<file path="config.mk">
export PLATFORM = sky130hd
export DESIGN_NAME = pipelined_adder
export DESIGN_NICKNAME = d
export VERILOG_FILES = /design/src/rtl/adder_pkg.sv /design/src/rtl/adder_chunk.sv /design/src/rtl/full_adder.sv /design/src/rtl/pipelined_adder.sv
export SDC_FILE = /design/constraint.sdc
export NUM_CORES = 1
export LEC_CHECK = 0
export ABC_AREA = 1
export BUFFER_PORTS_ARGS = -buffer_cell sky130_fd_sc_hd__buf_2
export CAP_MARGIN = 15
export CORE_ASPECT_RATIO = 1.75
export CORE_UTILIZATION = 45
export DETAILED_ROUTE_END_ITERATION = 8
export PLACE_DENSITY = 0.68
export SETUP_SLACK_MARGIN = 0.1
export SYNTH_ARGS = -nofsm -noshare
export SYNTH_HDL_FRONTEND = slang
export SYNTH_SLANG_ARGS = --single-unit
</file>
<file path="constraint.sdc">
create_clock -name clk -period 4.2 [get_ports clk]
set_input_delay 0.84 -clock clk [delete_from_list [all_inputs] [get_ports clk]]
set_output_delay 0.84 -clock clk [all_outputs]
set_load 0.02 [all_outputs]
</file>
<file path="src/rtl/adder_pkg.sv">
// adder_pkg: shared helpers for the carry-pipelined adder.
// Provides the chunk-width calculation and the configuration legality check
// used at elaboration time by pipelined_adder.
package adder_pkg;

  // Width of one pipeline chunk; guarded against a zero stage count so the
  // legality check below can report the problem instead of a divide fault.
  function automatic int chunk_w(input int width, input int stages);
    if (stages > 32'sd0) begin
      return width / stages;
    end else begin
      return 32'sd0;
    end
  endfunction

  // A configuration is legal when there is at least one bit, at least one
  // stage, and the bits divide evenly into the stages.
  function automatic bit split_ok(input int width, input int stages);
    if ((width >= 32'sd1) && (stages >= 32'sd1)) begin
      return ((width % stages) == 32'sd0);
    end else begin
      return 1'b0;
    end
  endfunction

endpackage

</file>
<file path="src/rtl/adder_chunk.sv">
// adder_chunk: combinational W-bit ripple-carry adder built from full_adder
// cells. One instance resolves one chunk of the pipelined adder.
// Each bit keeps its own carry nets inside its generate scope so the ripple
// chain is a set of distinct signals rather than one self-referencing vector.
module adder_chunk #(
  parameter int W = 4
) (
  input  logic [W-1:0] i_a,
  input  logic [W-1:0] i_b,
  input  logic         i_cin,
  output logic [W-1:0] o_sum,
  output logic         o_cout
);

  for (genvar i = 0; i < W; i++) begin : g_bit
    logic w_ci;
    logic w_co;

    if (i == 0) begin : g_first
      assign w_ci = i_cin;
    end else begin : g_rest
      assign w_ci = g_bit[i-1].w_co;
    end

    full_adder u_fa (
      .i_a    (i_a[i]),
      .i_b    (i_b[i]),
      .i_cin  (w_ci),
      .o_s    (o_sum[i]),
      .o_cout (w_co)
    );
  end

  assign o_cout = g_bit[W-1].w_co;

endmodule

</file>
<file path="src/rtl/full_adder.sv">
// full_adder: single-bit full adder cell, the basic building block of the
// ripple chunks inside the pipelined adder.
module full_adder (
  input  logic i_a,
  input  logic i_b,
  input  logic i_cin,
  output logic o_s,
  output logic o_cout
);

  assign o_s    = i_a ^ i_b ^ i_cin;
  assign o_cout = (i_a & i_b) | (i_cin & (i_a ^ i_b));

endmodule

</file>
<file path="src/rtl/pipelined_adder.sv">
// pipelined_adder: WIDTH-bit adder split into STAGES equal chunks. Stage s
// adds chunk s of the operands plus the carry registered by stage s-1, and
// forwards the finished low sum bits together with the still-unused high
// operand bits. The final stage register drives S/Cout/out_valid directly,
// so there is no combinational path from A/B to S.
//
// Flow control: the whole pipe advances together whenever the output slot is
// empty or being consumed (adv = !out_valid || out_ready); in_ready is adv.
// While stalled every stage holds, so no operation is dropped or duplicated.
//
// Optional feature: define PIPELINED_ADDER_OVF_EN to add a registered
// signed-overflow output Ovf, derived from the operand MSBs that travel
// through the skew registers and the final sum MSB.
module pipelined_adder
  import adder_pkg::*;
#(
  parameter int WIDTH  = 16,
  parameter int STAGES = 4
) (
  input  logic             clk,
  input  logic             reset,
  input  logic             in_valid,
  output logic             in_ready,
  input  logic [WIDTH-1:0] A,
  input  logic [WIDTH-1:0] B,
  input  logic             Cin,
  output logic             out_valid,
  input  logic             out_ready,
  output logic [WIDTH-1:0] S,
`ifdef PIPELINED_ADDER_OVF_EN
  output logic             Ovf,
`endif
  output logic             Cout
);

  localparam int CHUNK = chunk_w(WIDTH, STAGES);
  localparam int LAST  = STAGES - 1;

  if (!split_ok(WIDTH, STAGES)) begin : g_cfg_err
    $error("pipelined_adder: WIDTH must be >= 1 and an exact multiple of STAGES >= 1");
  end

  // One pipeline slot. sum_lo holds the bits already resolved (upper bits
  // are still zero); a_hi/b_hi carry the operands forward so later stages
  // can pick up their own chunk.
  typedef struct packed {
    logic             valid;
    logic             carry;
    logic [WIDTH-1:0] sum_lo;
    logic [WIDTH-1:0] a_hi;
    logic [WIDTH-1:0] b_hi;
  } stage_t;

  stage_t r_stage [STAGES];
  logic   w_adv;
  logic   w_unused;

`ifdef PIPELINED_ADDER_OVF_EN
  logic   r_ovf;
`endif

  for (genvar s = 0; s < STAGES; s++) begin : g_stage
    stage_t           w_src;
    stage_t           w_nx;
    logic [CHUNK-1:0] w_sum;
    logic             w_co;

    if (s == 0) begin : g_head
      // Stage 0 takes its operands and incoming carry straight from the ports.
      always_comb begin
        w_src       = '0;
        w_src.valid = in_valid;
        w_src.carry = Cin;
        w_src.a_hi  = A;
        w_src.b_hi  = B;
      end
    end else begin : g_body
      assign w_src = r_stage[s-1];
    end

    adder_chunk #(
      .W (CHUNK)
    ) u_chunk (
      .i_a    (w_src.a_hi[s*CHUNK +: CHUNK]),
      .i_b    (w_src.b_hi[s*CHUNK +: CHUNK]),
      .i_cin  (w_src.carry),
      .o_sum  (w_sum),
      .o_cout (w_co)
    );

    // Splice this stage's chunk sum and carry in; everything else passes on.
    always_comb begin
      w_nx                          = w_src;
      w_nx.carry                    = w_co;
      w_nx.sum_lo[s*CHUNK +: CHUNK] = w_sum;
    end

    // Stage register: clear on reset, shift on advance, otherwise hold.
    always_ff @(posedge clk) begin
      if (reset) begin
        r_stage[s] <= '0;
      end else if (w_adv) begin
        r_stage[s] <= w_nx;
      end else begin
        r_stage[s] <= r_stage[s];
      end
    end

`ifdef PIPELINED_ADDER_OVF_EN
    if (s == LAST) begin : g_tail
      // Overflow flag registered alongside the final sum; same hold/reset rules.
      always_ff @(posedge clk) begin
        if (reset) begin
          r_ovf <= 1'b0;
        end else if (w_adv) begin
          r_ovf <= (w_nx.a_hi[WIDTH-1] == w_nx.b_hi[WIDTH-1]) &&
                   (w_nx.sum_lo[WIDTH-1] != w_nx.a_hi[WIDTH-1]);
        end else begin
          r_ovf <= r_ovf;
        end
      end
    end
`endif
  end

  assign w_adv     = ~r_stage[LAST].valid | out_ready;
  assign in_ready  = w_adv;
  assign out_valid = r_stage[LAST].valid;
  assign S         = r_stage[LAST].sum_lo;
  assign Cout      = r_stage[LAST].carry;

  // The last slot has no chunk left to add, so its operand copies are dead.
  assign w_unused  = ^{r_stage[LAST].a_hi, r_stage[LAST].b_hi};

`ifdef PIPELINED_ADDER_OVF_EN
  assign Ovf = r_ovf;
`endif

endmodule

</file>
Word level (Yosys, flattened, before mapping)
Memories as Yosys holds them, arrays and structs flattened.
Cells that the tools add are included.

cells by class
  bitwise gates (word level) = 90
  mux-type cells = 16

operators with widths
  cell         count
  $mux 50      8
  $and 1x1->1  32
  $xor 1x1->1  32
  $or 1x1->1   25
  $mux 1       8
  $not 1->1    1

storage, ports and cells
  register bits = 0
  memory bits (writable) = 200
  word-level logic and storage cells = 107
  memories = 1
  bits of input ports = 37
  output and inout bits = 19

memories
  name     words  width  rd ports  clocked after memory_dff  wr ports  line                   text
  r_stage  4      50     4         0                         4         pipelined_adder.sv:54  stage_t r_stage [STAGES];

Logic depth before layout (Yosys ltp)
An unclocked memory read counts as a cell.

  word-level depth = 12
  depth in mapped cells = 8
  mapped depth without buffers = 8

Hierarchy
A second synthesis with hierarchy kept.

unflattened totals
  cell total of the unflattened synthesis = 319
  area, all modules = 4008.8 µm²

modules (own cells, without submodules)
  module           sequential area each (µm²)  instances  cells each  area each (µm²)
  pipelined_adder  2882.8                      1          303         3688.5
  full_adder       0.0                         16         1           20.0

Worst setup path after synthesis
No wires, ideal clock.

  path type = input to register
  from = input port out_ready
  to = memory r_stage[0][10] in the netlist's numbering, enable pin
  stages = 2
  data required time = 3060 ps
  arrival = 3036 ps
  path slack = 24 ps
  buffers on the path = 0
  library setup time = 1140 ps
  path through = inv_1 nand3_1

RTL lines
  what             line                   text
  start, declared  pipelined_adder.sv:28  input logic out_ready,
  end, declared    pipelined_adder.sv:54

==> results.sh <==
export IMPL_status="complete, no violations"
export IMPL_synthArstFlopShare=0
export IMPL_power_density_nw_per_um2=444.3
export IMPL_hpwlAfterDp_mm=3.403
export IMPL_p_leak_nw=2.208
export IMPL_final_nets=447
export IMPL_antenna_found_initial=0
export IMPL_max_cap_violations=0
export IMPL_mappedNetlistNets=388
export IMPL_yosys_area_top_type="edfxtp_1"
export IMPL_critPathLaunchType="primary input"
export IMPL_cpMostUsedCell="fa_1"
export IMPL_drive_gt1_frac=0.1805
export IMPL_cp_depth=9
export IMPL_required_ps=4380
export IMPL_synth_most_common_cell="inv_1"
export IMPL_num_io_pins=56
export IMPL_via_per_inst=4.188
export IMPL_post_place_ws_ps=1454
export IMPL_yosysSeqAreaShare=0.7085
export IMPL_clk_latency_ps=330
export IMPL_reg2reg_to="r_stage[2][43]$_SDFFCE_PN0P_"
export IMPL_clock_root_buffer="clkbuf_16"
export IMPL_finalSetupViolCount=0
export IMPL_die_height_um=127.8
export IMPL_finalSetupTns_ps=0
export IMPL_clkTransAtPathRegs_ps=60
export IMPL_reg_largest_list="r_stage (96)"
export IMPL_largest_register="r_stage"
export IMPL_syn_inst=335
export IMPL_cts_setup_buffers=0
export IMPL_syn_area_um2=4069
export IMPL_path_max_fanout=1
export IMPL_clock_path_buffers=2
export IMPL_wl_per_cell_um=10.15
export IMPL_syn_avg_cell_area_um2=12.15
export IMPL_reg2regPathDepth=8
export IMPL_cp_top_family="adder cells"
export IMPL_gr_total_overflow=0
export IMPL_final_min_clock_period_ps=2416
export IMPL_finalMaxSlewViolations=0
export IMPL_fp_dieW_um=73.88
export IMPL_start_util=0.4662
export IMPL_firstDrtPassIters=4
export IMPL_critPathBufInv=4
export IMPL_hold_class="register to register"
export IMPL_crit_arrival_ps=2600
export IMPL_ir_worst_vdd_mv=0.2526
export IMPL_crit_end="r_stage[0][35]$_SDFFCE_PN0P_"
export IMPL_dieArea_um2=9441
export IMPL_worst_slew_pin_slew_ps=606.1
export IMPL_htreeDepth=3
export IMPL_yosys_register_bits=96
export IMPL_synth_edf_count=96
export IMPL_fin_skew_ps=5.679
export IMPL_grt_pass1_wl_mm=8.783
export IMPL_clkSinkCount=96
export IMPL_drt_iter0_markers=91
export IMPL_vias=2161
export IMPL_drcViolationCount=0
export IMPL_end_kind="register"
export IMPL_hold_viol_final=0
export IMPL_ctsResizeCount=0
export IMPL_n_antenna_cell=0
export IMPL_crit_slowest_cell="fa_1"
export IMPL_cts_tree="done"
export IMPL_core_area_um2=8727
export IMPL_cp_cell_sequence="buf_2 > inv_1 > fa_1 > inv_1 > fa_1 > fa_1 > inv_1 > fa_1 > nor2_1"
export IMPL_worstSetupPathType="primary input to register"
export IMPL_setup_ws_ps=1784
export IMPL_gp_congestion=0.7124
export IMPL_ant_nets=0
export IMPL_regToRegSetupSlack_ps=1870
export IMPL_cts_buffers=9
export IMPL_holdBufCountCts=0
export IMPL_synth_warnings=0
export IMPL_largest_reg_flops=96
export IMPL_synth_area_top_cells="edfxtp_1, inv_1, nor2_1"
export IMPL_ys_types=10
export IMPL_fin_crit_sh=0.5753
export IMPL_rsz0062_at_grt="no"
export IMPL_rr_startpoint="r_stage[1][24]$_SDFFCE_PN0P_"
export IMPL_startpoint="A[0]"
export IMPL_grt_pass1_vias=2123
export IMPL_syn_to_final_growth_pct=17.16
export IMPL_synthTopCellsByCount="inv_1, edfxtp_1, nor2_1"
export IMPL_grt_max_degree=53
export IMPL_yosysTopAreaCellShare=0.7085
export IMPL_slew_headroom=0.5959
export IMPL_worst_path_largest_cell_delay_ps=400
export IMPL_synth_top_flop_cell="edfxtp_1"
export IMPL_gr_usage_all_layers=0.1301
export IMPL_routed_wirelength_mm=5.238
export IMPL_num_rows=45
export IMPL_numPortBuffers=55
export IMPL_total_power_mw=2.118
export IMPL_clock_fmax_mhz=413.8
==> routing by layer <==
| metal | track usage | up-vias | wire [µm] |
|---|---|---|---|
| li1 | - | 1103 | - |
| met1 | 0.1289 | 1001 | 2049 |
| met2 | 0.2272 | 47 | 2846 |
| met3 | 0.04717 | 10 | 207 |
| met4 | 0.07353 | 0 | 134 |
| met5 | 0 | - | 0 |
==> placed cells by master (no fill, tap or decap) <==
cell type	synthesis	layout
clkinv_1	0	3
nand2_1	2	1
inv_1	113	113
buf_4	7	3
edfxtp_1	96	96
nand2_2	0	1
buf_2	1	55
clkbuf_1	2	2
fa_1	16	16
nand3_4	0	1
bufinv_16	0	2
clkbuf_16	0	9
inv_2	1	1
nor2_1	96	96
==> cell families (layout without fill, tap and decap cells) <==
family | count (synthesis) | count (layout) | share of synthesized area
buffers and inverters | 124 | 188 | 0.1212
and+or+nand+nor | 99 | 99 | 0.09164
DFF | 96 | 96 | 0.7085
adders and majority gates | 16 | 16 | 0.07872
==> power by group <==
| part | total [mW] | switching (mW) | internal, mW |
|---|---|---|---|
| registers | 1.14 | 0.0175 | 1.12 |
| logic | 0.146 | 0.0899 | 0.0557 |
| clock network | 0.830 | 0.314 | 0.516 |
==> worst min path at each step <==
stage,depth (start not counted),from,to,slack (ps)
global placement,2,r_stage[1][12]$_SDFFCE_PN0P_,r_stage[2][12]$_SDFFCE_PN0P_,510
global route,2,r_stage[1][49]$_SDFFCE_PN0P_,r_stage[2][49]$_SDFFCE_PN0P_,550
detailed placement,2,r_stage[1][13]$_SDFFCE_PN0P_,r_stage[2][13]$_SDFFCE_PN0P_,520
finish,2,r_stage[1][14]$_SDFFCE_PN0P_,r_stage[2][14]$_SDFFCE_PN0P_,530
floorplan,2,r_stage[1][12]$_SDFFCE_PN0P_,r_stage[2][12]$_SDFFCE_PN0P_,500
CTS,2,r_stage[1][34]$_SDFFCE_PN0P_,r_stage[2][34]$_SDFFCE_PN0P_,530
==> stage by stage <==
step	instance area [µm²]	utilization	std cells	hold slack [ps]
floorplan	4074	-	335	505.0
global placement	4463	0.5114	500	511.7
detailed placement	4463	0.5114	500	519.4
CTS	4767	0.5462	516	532.0
global route	4767	0.5462	516	554.8
finish	4767	0.5462	516	529.6
==> final cells by class <==
class / count / area, µm²
flip-flops and latches: 96 / 2883
inverters: 114 / 427.9
fillers: 729 / 3960
clock inverters: 5 / 71.32
clock buffers: 11 / 232.7
multi-input cells: 115 / 708.2
well taps: 117 / 146.4
repair buffers: 58 / 297.8
==> worst min-delay path, stage by stage, from the launching register on <==
cell and delay [ps]:
edfxtp_1 320, inv_1 30, nor2_1 70
(Power assumes the default switching activity.)
